### src/rtl/control_pipe_pkg.sv
// Shared control bundle, bubble value and forwarding-select encodings for control_pipe.
// Pure types and constants: no latency, no flow control.
package control_pipe_pkg;

   localparam int CTRL_ALUOP_W = 2;

   typedef struct packed {
      logic                    alu_src;
      logic                    result_src;
      logic                    reg_write;
      logic [CTRL_ALUOP_W-1:0] alu_op;
      logic                    mem_write;
      logic                    branch;
   } ctrl_t;

   // All-zero control has no architectural side effect anywhere downstream.
   localparam ctrl_t BUBBLE = '0;

   typedef enum logic [1:0] {
      FWD_REG = 2'b00,
      FWD_WB  = 2'b01,
      FWD_MEM = 2'b10
   } fwd_t;

endpackage

### src/rtl/control_pipe_hazard_fwd_unit.sv
// Combinational load-use detect, beq flush and EX operand forwarding selects.
// Zero latency; flush overrides stall so a killed slot never holds the front end.
module hazard_fwd_unit
   import control_pipe_pkg::*;
#(
   parameter int REG_ADDR_W = 5
) (
   input  logic                  id_valid,
   input  logic                  id_alu_src,
   input  logic                  id_mem_write,
   input  logic [REG_ADDR_W-1:0] id_rs1,
   input  logic [REG_ADDR_W-1:0] id_rs2,
   input  logic                  ex_reg_write,
   input  logic                  ex_result_src,
   input  logic                  ex_branch,
   input  logic [REG_ADDR_W-1:0] ex_rs1,
   input  logic [REG_ADDR_W-1:0] ex_rs2,
   input  logic [REG_ADDR_W-1:0] ex_rd,
   input  logic                  zero,
   input  logic                  mem_reg_write,
   input  logic [REG_ADDR_W-1:0] mem_rd,
   input  logic                  wb_reg_write,
   input  logic [REG_ADDR_W-1:0] wb_rd,
   output logic                  stall,
   output logic                  flush,
   output logic [1:0]            fwd_a,
   output logic [1:0]            fwd_b
);

   logic ex_load;
   logic rs2_used;
   logic hz;

   function automatic logic [1:0] fwd_sel(input logic [REG_ADDR_W-1:0] rs,
                                          input logic mem_we, input logic [REG_ADDR_W-1:0] mem_d,
                                          input logic wb_we, input logic [REG_ADDR_W-1:0] wb_d);
      // x0 is hardwired, so a write to it must never be forwarded.
      if (mem_we && (mem_d != '0) && (mem_d == rs))
         return FWD_MEM;
      else if (wb_we && (wb_d != '0) && (wb_d == rs))
         return FWD_WB;
      else
         return FWD_REG;
   endfunction

   always_comb begin
      ex_load  = ex_reg_write & ex_result_src;
      rs2_used = ~id_alu_src | id_mem_write;
      hz       = id_valid & ex_load & (ex_rd != '0) &
                 ((id_rs1 == ex_rd) | (rs2_used & (id_rs2 == ex_rd)));
      flush    = ex_branch & zero;
      stall    = hz & ~flush;
      fwd_a    = fwd_sel(ex_rs1, mem_reg_write, mem_rd, wb_reg_write, wb_rd);
      fwd_b    = fwd_sel(ex_rs2, mem_reg_write, mem_rd, wb_reg_write, wb_rd);
   end

endmodule

### src/rtl/control_pipe.sv
// ID/EX, EX/MEM, MEM/WB control stage registers with load-use stall, beq flush and forwarding.
// One cycle per stage; only ID/EX is gated (bubble on stall/flush/invalid), later stages always advance.
module control_pipe
   import control_pipe_pkg::*;
#(
   parameter int REG_ADDR_W = 5,
   parameter int ALUOP_W    = 2
) (
   input  logic                  clk_i,
   input  logic                  rst_i,
   input  logic                  id_valid_i,
   input  logic                  ALUSrc_i,
   input  logic                  ResultSrc_i,
   input  logic                  RegWrite_i,
   input  logic [ALUOP_W-1:0]    ALUOp_i,
   input  logic                  MemWrite_i,
   input  logic                  Branch_i,
   input  logic [REG_ADDR_W-1:0] RS1addr_i,
   input  logic [REG_ADDR_W-1:0] RS2addr_i,
   input  logic [REG_ADDR_W-1:0] RDaddr_i,
   input  logic                  Zero_i,
   output logic                  EX_ALUSrc_o,
   output logic [ALUOP_W-1:0]    EX_ALUOp_o,
   output logic                  EX_Branch_o,
   output logic                  MEM_MemWrite_o,
   output logic [REG_ADDR_W-1:0] MEM_RDaddr_o,
   output logic                  WB_RegWrite_o,
   output logic                  WB_ResultSrc_o,
   output logic [REG_ADDR_W-1:0] WB_RDaddr_o,
   output logic [1:0]            FwdA_o,
   output logic [1:0]            FwdB_o,
   output logic                  Stall_o,
   output logic                  Flush_o
);

   ctrl_t                 id_ctrl, ex_ctrl;
   logic [REG_ADDR_W-1:0] ex_rs1, ex_rs2, ex_rd;
   logic                  mem_reg_write, mem_result_src, mem_mem_write;
   logic [REG_ADDR_W-1:0] mem_rd;
   logic                  wb_reg_write, wb_result_src;
   logic [REG_ADDR_W-1:0] wb_rd;
   logic                  id_take;

   // ResultSrc is masked so an undriven value on non-writing instructions never enters the pipe.
   always_comb begin
      id_ctrl            = BUBBLE;
      id_ctrl.alu_src    = ALUSrc_i;
      id_ctrl.result_src = ResultSrc_i & RegWrite_i;
      id_ctrl.reg_write  = RegWrite_i;
      id_ctrl.alu_op     = ALUOp_i;
      id_ctrl.mem_write  = MemWrite_i;
      id_ctrl.branch     = Branch_i;
      id_take            = id_valid_i & ~Stall_o & ~Flush_o;
   end

   always_ff @(posedge clk_i or negedge rst_i) begin
      if (!rst_i) begin
         ex_ctrl        <= BUBBLE;
         ex_rs1         <= '0;
         ex_rs2         <= '0;
         ex_rd          <= '0;
         mem_reg_write  <= 1'b0;
         mem_result_src <= 1'b0;
         mem_mem_write  <= 1'b0;
         mem_rd         <= '0;
         wb_reg_write   <= 1'b0;
         wb_result_src  <= 1'b0;
         wb_rd          <= '0;
      end else begin
         ex_ctrl        <= id_take ? id_ctrl : BUBBLE;
         ex_rs1         <= id_take ? RS1addr_i : '0;
         ex_rs2         <= id_take ? RS2addr_i : '0;
         ex_rd          <= id_take ? RDaddr_i : '0;
         mem_reg_write  <= ex_ctrl.reg_write;
         mem_result_src <= ex_ctrl.result_src;
         mem_mem_write  <= ex_ctrl.mem_write;
         mem_rd         <= ex_rd;
         wb_reg_write   <= mem_reg_write;
         wb_result_src  <= mem_result_src;
         wb_rd          <= mem_rd;
      end
   end

   hazard_fwd_unit #(.REG_ADDR_W(REG_ADDR_W)) u_hazard_fwd (
      .id_valid      (id_valid_i),
      .id_alu_src    (ALUSrc_i),
      .id_mem_write  (MemWrite_i),
      .id_rs1        (RS1addr_i),
      .id_rs2        (RS2addr_i),
      .ex_reg_write  (ex_ctrl.reg_write),
      .ex_result_src (ex_ctrl.result_src),
      .ex_branch     (ex_ctrl.branch),
      .ex_rs1        (ex_rs1),
      .ex_rs2        (ex_rs2),
      .ex_rd         (ex_rd),
      .zero          (Zero_i),
      .mem_reg_write (mem_reg_write),
      .mem_rd        (mem_rd),
      .wb_reg_write  (wb_reg_write),
      .wb_rd         (wb_rd),
      .stall         (Stall_o),
      .flush         (Flush_o),
      .fwd_a         (FwdA_o),
      .fwd_b         (FwdB_o)
   );

   assign EX_ALUSrc_o    = ex_ctrl.alu_src;
   assign EX_ALUOp_o     = ex_ctrl.alu_op;
   assign EX_Branch_o    = ex_ctrl.branch;
   assign MEM_MemWrite_o = mem_mem_write;
   assign MEM_RDaddr_o   = mem_rd;
   assign WB_RegWrite_o  = wb_reg_write;
   assign WB_ResultSrc_o = wb_result_src;
   assign WB_RDaddr_o    = wb_rd;

endmodule

### config.mk
export PLATFORM = sky130hd
export DESIGN_NAME = control_pipe
export DESIGN_NICKNAME = d
export VERILOG_FILES = /design/src/rtl/control_pipe_pkg.sv /design/src/rtl/control_pipe_hazard_fwd_unit.sv /design/src/rtl/control_pipe.sv
export SDC_FILE = /design/constraint.sdc
export NUM_CORES = 1
export LEC_CHECK = 0
export CAP_MARGIN = 40
export CORE_MARGIN = 4
export CORE_UTILIZATION = 65
export CTS_BUF_LIST = sky130_fd_sc_hd__clkbuf_2 sky130_fd_sc_hd__clkbuf_4 sky130_fd_sc_hd__clkbuf_8
export DETAILED_ROUTE_END_ITERATION = 6
export DONT_BUFFER_PORTS = 1
export PLACE_DENSITY_LB_ADDON = 0.2
export SLEW_MARGIN = 0
export SYNTH_ARGS = -nofsm -noshare
export SYNTH_HDL_FRONTEND = slang
export SYNTH_SLANG_ARGS = --single-unit
### constraint.sdc
create_clock -name clk_i -period 3.4 [get_ports clk_i]
set_clock_uncertainty 0.05 [all_clocks]
set_input_delay 1.02 -clock clk_i [delete_from_list [all_inputs] [get_ports clk_i]]
set_output_delay 1.02 -clock clk_i [all_outputs]
set_load 0.02 [all_outputs]
[Yosys cells after proc, flatten, opt, wreduce, memory -nomap -nowiden]
Cells that the tools add are included.
W data, S select, Z words.
Operators by class
  reduce and logical (&&, ||, !) cells: 9
  multiplexer cells: 8
  bitwise logic cells: 15
  equal/unequal tests: 6
Operators with widths (count)
  $eq A5 B5 Y1: 6
  $mux W5: 3
  $reduce_bool A5 Y1: 3
  $and A1 B1 Y1: 10
  $mux W7: 1
  $logic_and A1 B1 Y1: 6
  $mux W2: 2
  $not A1 Y1: 3
  $mux W1: 2
  $or A1 B1 Y1: 2
Word-level totals
  output and inout bits: 23
  input port bits: 26
  logic and storage cells: 54
  register bits after elaboration: 37

[Logic depth before layout (Yosys ltp)]
Gate-level depths: netlist of the first run.
  word-level depth: 10
  depth in mapped cells: 5

[By module]
Synthesis of the first run repeated with hierarchy kept, for this count alone.
Second synthesis, totals
  cell total of the unflattened synthesis: 120
  area total of the unflattened synthesis: 1564.0 µm²
Modules (own cells, without submodules)
  control_pipe: cells each 64, area an instance 1133.6 µm², times used 1
  hazard_fwd_unit: cells each 56, area an instance 430.4 µm², times used 1

[Worst setup path before layout of the first run]
Ideal clock, no wire load.
  kind: input-to-output
  start point: in id_valid_i
  end point: out Stall_o
  stages: 4
  arrival: 1.879 ns
  buffers on the path: 0
  slack: 0.451 ns
  path through: a21boi_1 > nand3_1 > a21oi_1 > and2_1
Between the ends
  longest elaborated chain between the ends: 4
Ends and longest elaborated chain
  start: declaration: line control_pipe.sv:11  | input logic id_valid_i,
  $and A1 B1 Y1 (3 in series): line control_pipe_hazard_fwd_unit.sv:49  | hz = id_valid & ex_load & (ex_rd != '0) &
  $and A1 B1 Y1: line control_pipe_hazard_fwd_unit.sv:52  | stall = hz & ~flush;
  end: declaration: line control_pipe.sv:32  | output logic Stall_o,
No other way between the ends.

[Worst setup path in the final report of the first run]
  start point: reg mem_rd[0], in the netlist MEM_RDaddr_o[0]
  end point: out FwdA_o[0]
Between the ends
  longest elaborated chain between the ends: 4
  elaborated cells on any way between the ends: 5
Ends and longest elaborated chain
  start: declaration: line control_pipe.sv:39  | logic [REG_ADDR_W-1:0] mem_rd;
  start signal: assignment: line control_pipe.sv:77  | mem_rd <= ex_rd;
  $reduce_bool A5 Y1: line control_pipe_hazard_fwd_unit.sv:38  | if (mem_we && (mem_d != '0) && (mem_d == rs))
  $logic_and A1 B1 Y1: line control_pipe_hazard_fwd_unit.sv:38
  $logic_and A1 B1 Y1 *: line control_pipe_hazard_fwd_unit.sv:38
  $mux W2 *: line control_pipe_hazard_fwd_unit.sv:38
  end: declaration: line control_pipe.sv:30  | output logic [1:0] FwdA_o,
Every way passes the cells marked *; elsewhere a longest branch is shown, timed or not.

==> flow_metrics.py, run 1 <==
metrics = {
    "status": {
        "outcome": "completed",
    },
    "global_route": {
        "grt_pass1_wl_mm": 5.36,
        "grtUsageTotal": 0.217,
        "grt_antenna_before_repair": 0,
        "grt_max_degree": 38,
        "grt_pass1_vias": 1169,
        "globalRoute.totalOverflow": 0,
    },
    "worst_setup_path": {
        "path_max_fanout": 5,
        "r2r_slack_ns": 1.77,
        "cp-startpoint": "MEM_RDaddr_o[0]",
        "required_ns": 2.33,
        "reg2reg_from": "EX_Branch_o",
        "cp.arrival_ns": 2.23,
        "r2r_cells": 5,
        "endpoint": "FwdA_o[0]",
        "crit_path_end_kind": "output port",
        "critical_path_class": "flip-flop to output port",
        "cp-start-kind": "flip-flop",
        "regToRegEndpoint": "ex_rs1[0]",
    },
    "clock_tree": {
        "cts_setup_buffers": 0,
        "clk_path_buf_depth": 2,
        "root_buffer": "clkbuf_4",
        "cts.clk_slew.worst_paths_ns": 0.09,
        "clk_latency_ns": 0.32,
        "cts-buffers-inserted": 5,
        "cts.sinks": 37,
        "cts_hold_buffers": 0,
        "htree_levels": 2,
        "tritoncts": "done",
    },
    "yosys": {
        "ys.flop_type": "dfrtp_1",
        "seq_area_frac_synth": 0.585,
        "ys_ff_latch": 37,
        "synth_common_cells": "dfrtp_1, a21oi_1, nand2_1",
        "synthesis.area_um2": 1580,
        "synth_compound_area_frac": 0.0933,
        "synth_most_common_cell": "dfrtp_1",
        "netlist_instances": 144,
        "ys_async_sr_fraction": 1.00,
        "yosysTopAreaCell": "dfrtp_1",
        "synthSimpleGateAreaFrac": 0.128,
        "yosysTopAreaCellShare": 0.585,
        "synthAdderAreaFrac": 0,
        "synth_xor_area_frac": 0.166,
        "syn_avg_cell_area_um2": 11.0,
        "synthMuxAreaShare": 0,
        "synthTopCellsByArea": "dfrtp_1, xnor2_1, xor2_1",
        "syn-num-nets": 170,
        "ys_warn_count": 0,
        "synth-edff-count": 0,
        "synth_top_family_by_area": "XOR/XNOR gates",
        "yosys.cell_types.count": 22,
    },
    "detailed_routing": {
        "vias_per_cell": 6.04,
        "totalWireLength_mm": 3.08,
        "routedWlPerCell_um": 17.3,
        "drtIter0Drc": 31,
        "drc": 0,
        "vias": 1076,
        "ant_nets": 0,
        "firstDrtPassIters": 4,
    },
    "place": {
        "dp_hpwl_mm": 2.31,
        "gp_congestion": 0.900,
        "port_buffers": 0,
        "dp_cells": 171,
    },
    "finish": {
        "drive_gt1_frac": 0.107,
        "seq_area_um2": 927,
        "multi_input_area_um2": 631,
        "n_antenna_cell": 0,
        "nFillCells": 175,
        "finalNetCount": 176,
        "area_growth_pct": 7.11,
        "final-instance-count-excl-fill": 178,
    },
    "timing": {
        "slew_violations": 0,
        "hold_viol_final": 0,
        "relSlewSlack": 0.733,
        "setup_viol_count_final": 0,
        "max_freq_ghz": 0.303,
        "rsz0062_at_grt": "false",
        "tns_ns": 0,
        "fin_crit_ns": 3.30,
        "tightestPinTransition_ns": 0.396,
        "fin_crit_sh": 0.970,
    },
    "pwr": {
        "total_power_uw": 813,
        "peakVddDrop_mv": 0.406,
        "cellLeakagePower_uw": 0.000800,
        "power.density_nw_per_um2": 480,
    },
    "floorplanning": {
        "core_area_um2": 2250,
        "rows": 17,
        "die_h_um": 57.3,
        "die_x_um": 57.3,
        "start_util": 0.702,
        "dieArea_um2": 3290,
        "ioPinCount": 49,
    },
    "run": {
        "drv_cap": 0,
    },
    "hold_path": {
        "min_path_cells": 0,
        "hold_path.class": "flip-flop to flip-flop",
        "hold_start": "mem_result_src",
    },
}
-- per-stage QoR --
| step | setup WS (ns) | utilization | cell area [µm²] | hold WS (ns) |
|---|---|---|---|---|
| after floorplan | 0.451 | - | 1580 | 0.281 |
| after global placement | 0.372 | 0.710 | 1600 | 0.286 |
| after detailed placement | 0.346 | 0.718 | 1620 | 0.286 |
| after CTS | 0.0766 | 0.751 | 1690 | 0.308 |
| after global routing | 0.0140 | 0.752 | 1700 | 0.286 |
| final | 0.102 | 0.752 | 1700 | 0.306 |
-- cells by family (layout without fill, tap and decap cells) --
kind of cell,count (synthesis),count (layout)
flops,37,37
compound gates,28,28
simple gates,40,40
xor+xnor,30,30
buf+inv,9,15
-- how the worst min path moves through the flow --
stage	endpoint	slack (ns)
2_1_floorplan	MEM_MemWrite_o	0.28
3_3_place_gp	WB_ResultSrc_o	0.29
3_5_place_dp	WB_ResultSrc_o	0.29
4_1_cts	WB_RDaddr_o[3]	0.31
5_1_grt	EX_ALUSrc_o	0.29
6_report	WB_ResultSrc_o	0.31
-- routing by layer --
metal / GRT usage / wire [µm] / vias to the layer above / share of wire
li1: - / - / 494 / -
met1: 0.232 / 1040 / 506 / 0.34
met2: 0.365 / 1560 / 65 / 0.51
met3: 0.0860 / 369 / 11 / 0.12
met4: 0.116 / 102 / 0 / 0.033
met5: 0 / 0 / - / 0
-- registers in the layout, indices dropped and copies added (netlist names), 2 cells and up --
name          count
EX_ALUOp_o        2
MEM_RDaddr_o      5
WB_RDaddr_o       5
ex_ctrl           3
ex_rd             5
ex_rs1            5
ex_rs2            5
-- power by group --
group	internal, µW	leakage [µW]	switching, µW	total (µW)
Clock	106	0.0000348	127	232
Combinational	37.0	0.000284	40.6	77.6
Sequential	463	0.000482	40.0	503
-- layout make-up --
| type | count | area share |
|---|---|---|
| clock buffer | 7 | 0.0347 |
| inverter | 1 | 0.00221 |
| multi-input combinational | 98 | 0.372 |
| sequential | 37 | 0.547 |
| tap | 28 | 0.0207 |
| timing repair buffer | 7 | 0.0236 |
-- repair_timing --
| action | CTS | global route |
|---|---|---|
| endpoints found under the setup margin | 2 | 2 |
| pin swaps | 0 | 1 |
| resized for setup | 2 | 1 |
| cloned | 0 | 0 |
-- critical path, cell delays in order, from the launching register on --
cell	delay (ns)
dfrtp_1	0.52
or4_1	0.58
o21ai_2	0.17
nor4_1	0.10
buf_1	0.13
nor4_4	0.41
-- layout by cell type (no fill, tap or decap), types with 3 or more instances in the layout --
cell type,n
nand3_1,5
a21oi_1,23
nand2_1,22
buf_4,3
dfrtp_1,36
or4_1,4
xnor2_1,16
xor2_1,14
clkbuf_4,6
No activity file was read; power rests on OpenSTA's default activity.
==> run 2, diff against run 1 <==
CORE_MARGIN = 3   (was 4)
CTS_CLUSTER_SIZE = 28   (was unset)
==> run 2 against run 1 <==
Net effect: sequential power barely moved; die area fell by 6.9%; count of clock-buffer cells in the layout did not move; hold slack improved by 0.0029 ns; total power increased by 11%; global-route usage increased by 0.50 points; routed wire length grew 1.8%; non-clock buffer count stayed put; combinational power increased by 1%; register-to-register slack improved by 0.07 ns.
==> flow_metrics.py, run 2 (synthesis gave the netlist of run 1 again) <==
metrics = {
    "status": {
        "outcome": "completed",
    },
    "place": {
        "gp_congestion": 0.897,
        "port_buffers": 0,
        "placed_area_um2": 1620,
        "dp_hpwl_mm": 2.26,
    },
    "clock_tree": {
        "htree_levels": 2,
        "cts.sinks": 37,
        "root_buffer": "clkbuf_4",
        "clk_latency_ns": 0.33,
        "cts.clk_slew.worst_paths_ns": 0.10,
        "clk_path_buf_depth": 2,
        "tritoncts": "done",
        "cts-buffers-inserted": 5,
    },
    "finish": {
        "area_growth_pct": 9.01,
        "nFillCells": 168,
        "layout_commonest_cell": "dfrtp_1",
        "fin_area_um2": 1730,
        "finalNetCount": 176,
        "drive_gt1_frac": 0.113,
        "seq_area_um2": 927,
        "final_cell_mix": "dfrtp_1, a21oi_1, nand2_1, xnor2_1, xor2_1",
        "multi_input_area_um2": 631,
        "n_antenna_cell": 0,
    },
    "worst_setup_path": {
        "slowest_stage": "or4_1",
        "required_ns": 2.33,
        "crit_path_end_kind": "output port",
        "critical_path_class": "flip-flop to output port",
        "cp-start-kind": "flip-flop",
        "crit_path_cell_trace": "or4_1 -> o21ai_2 -> nor4_1 -> buf_1 -> nor4_4",
        "cp_top_family": "simple AND/OR/NAND/NOR gates",
        "cp_slowest_stage_delay_ns": 0.56,
        "path_max_fanout": 5,
        "r2r_cells": 5,
        "worstPathBufferInverterCount": 1,
        "cp.arrival_ns": 2.24,
        "cp_num_cells": 5,
    },
    "timing": {
        "relSlewSlack": 0.731,
        "hold_viol_final": 0,
        "tns_ns": 0,
        "fin_crit_sh": 0.975,
        "max_freq_ghz": 0.302,
        "setup_viol_count_final": 0,
        "rsz0062_at_grt": "false",
        "tightestPinTransition_ns": 0.400,
        "fin_crit_ns": 3.31,
        "slew_violations": 0,
    },
    "pwr": {
        "cellLeakagePower_uw": 0.000815,
        "peakVddDrop_mv": 0.552,
        "power.density_nw_per_um2": 523,
    },
    "detailed_routing": {
        "ant_nets": 0,
        "totalWireLength_mm": 3.13,
        "vias": 1058,
        "drtIter0Drc": 39,
        "routedWlPerCell_um": 17.5,
        "vias_per_cell": 5.91,
        "drc": 0,
        "firstDrtPassIters": 4,
    },
    "floorplanning": {
        "rows": 17,
        "dieArea_um2": 3060,
        "die_x_um": 55.3,
        "ioPinCount": 49,
        "die_h_um": 55.3,
        "core_area_um2": 2250,
        "start_util": 0.702,
    },
    "global_route": {
        "grt_max_degree": 38,
        "grt_pass1_wl_mm": 5.26,
        "grt_pass1_vias": 1129,
        "grt_antenna_before_repair": 0,
        "grtUsageTotal": 0.222,
        "globalRoute.totalOverflow": 0,
    },
    "hold_path": {
        "min_path_cells": 0,
        "hold_path.class": "flip-flop to flip-flop",
    },
    "run": {
        "drv_cap": 0,
    },
}
==> run 2: changes by cell type in the layout (fill, tap and decap cells not counted) <==
cell / delta
bufinv_16: +1
==> run 2: path summary, 6_finish.rpt <==
check / startpoint / end / slack, ns
min in group asynchronous: rst_i / ex_rs1[3] / 0.32
hold / removal: mem_result_src / WB_ResultSrc_o / 0.31
hold reg to reg: mem_result_src / WB_ResultSrc_o / 0.31
max in group asynchronous: rst_i / ex_rs1[2] / 2.90
setup / recovery: MEM_RDaddr_o[0] / FwdA_o[0] / 0.09
setup reg to reg: ex_rd[3] / ex_rs1[1] / 1.84
==> run 2: power by group <==
| group | switching, µW | internal, µW | leakage (µW) |
|---|---|---|---|
| clock network | 136 | 184 | 0.0000489 |
| registers | 40.3 | 463 | 0.000482 |
| logic | 41.7 | 36.7 | 0.000284 |
| total | 218 | 684 | 0.000815 |
==> run 2: repair_timing <==
item	4_1_cts	5_1_grt
gates cloned	0	0
setup buffers	0	0
hold endpoints to repair	0	0
hold buffers	0	0
endpoints found under the setup margin	2	1
resized for setup	2	1
==> run 2: through the flow <==
stage               setup slack (ns)  utilization  hold slack, ns  std cells  total power [µW]
CTS                           0.0766        0.765           0.306        179               904
global placement               0.377        0.710           0.285        167               580
floorplan                      0.451            -           0.281        144               568
finish                        0.0853        0.765           0.309        179               902
detailed placement             0.353        0.718           0.286        171               586
global route                 0.00310        0.765           0.286        179               941
==> run 2: metal layers <==
layer / global-route usage / routed length, µm / up-vias
met4: 0.108 / 87 / 0
met3: 0.0864 / 309 / 10
met5: 0 / 0 / -
met1: 0.237 / 1160 / 494
met2: 0.378 / 1570 / 59
li1: - / - / 495
==> run 2: layout make-up <==
class / instances / share of cell area
sequential: 37 / 0.537
multi-input combinational: 98 / 0.365
clock buffer: 7 / 0.0341
timing repair buffer: 7 / 0.0232
tap: 28 / 0.0203
clock inverter: 1 / 0.0174
inverter: 1 / 0.00218
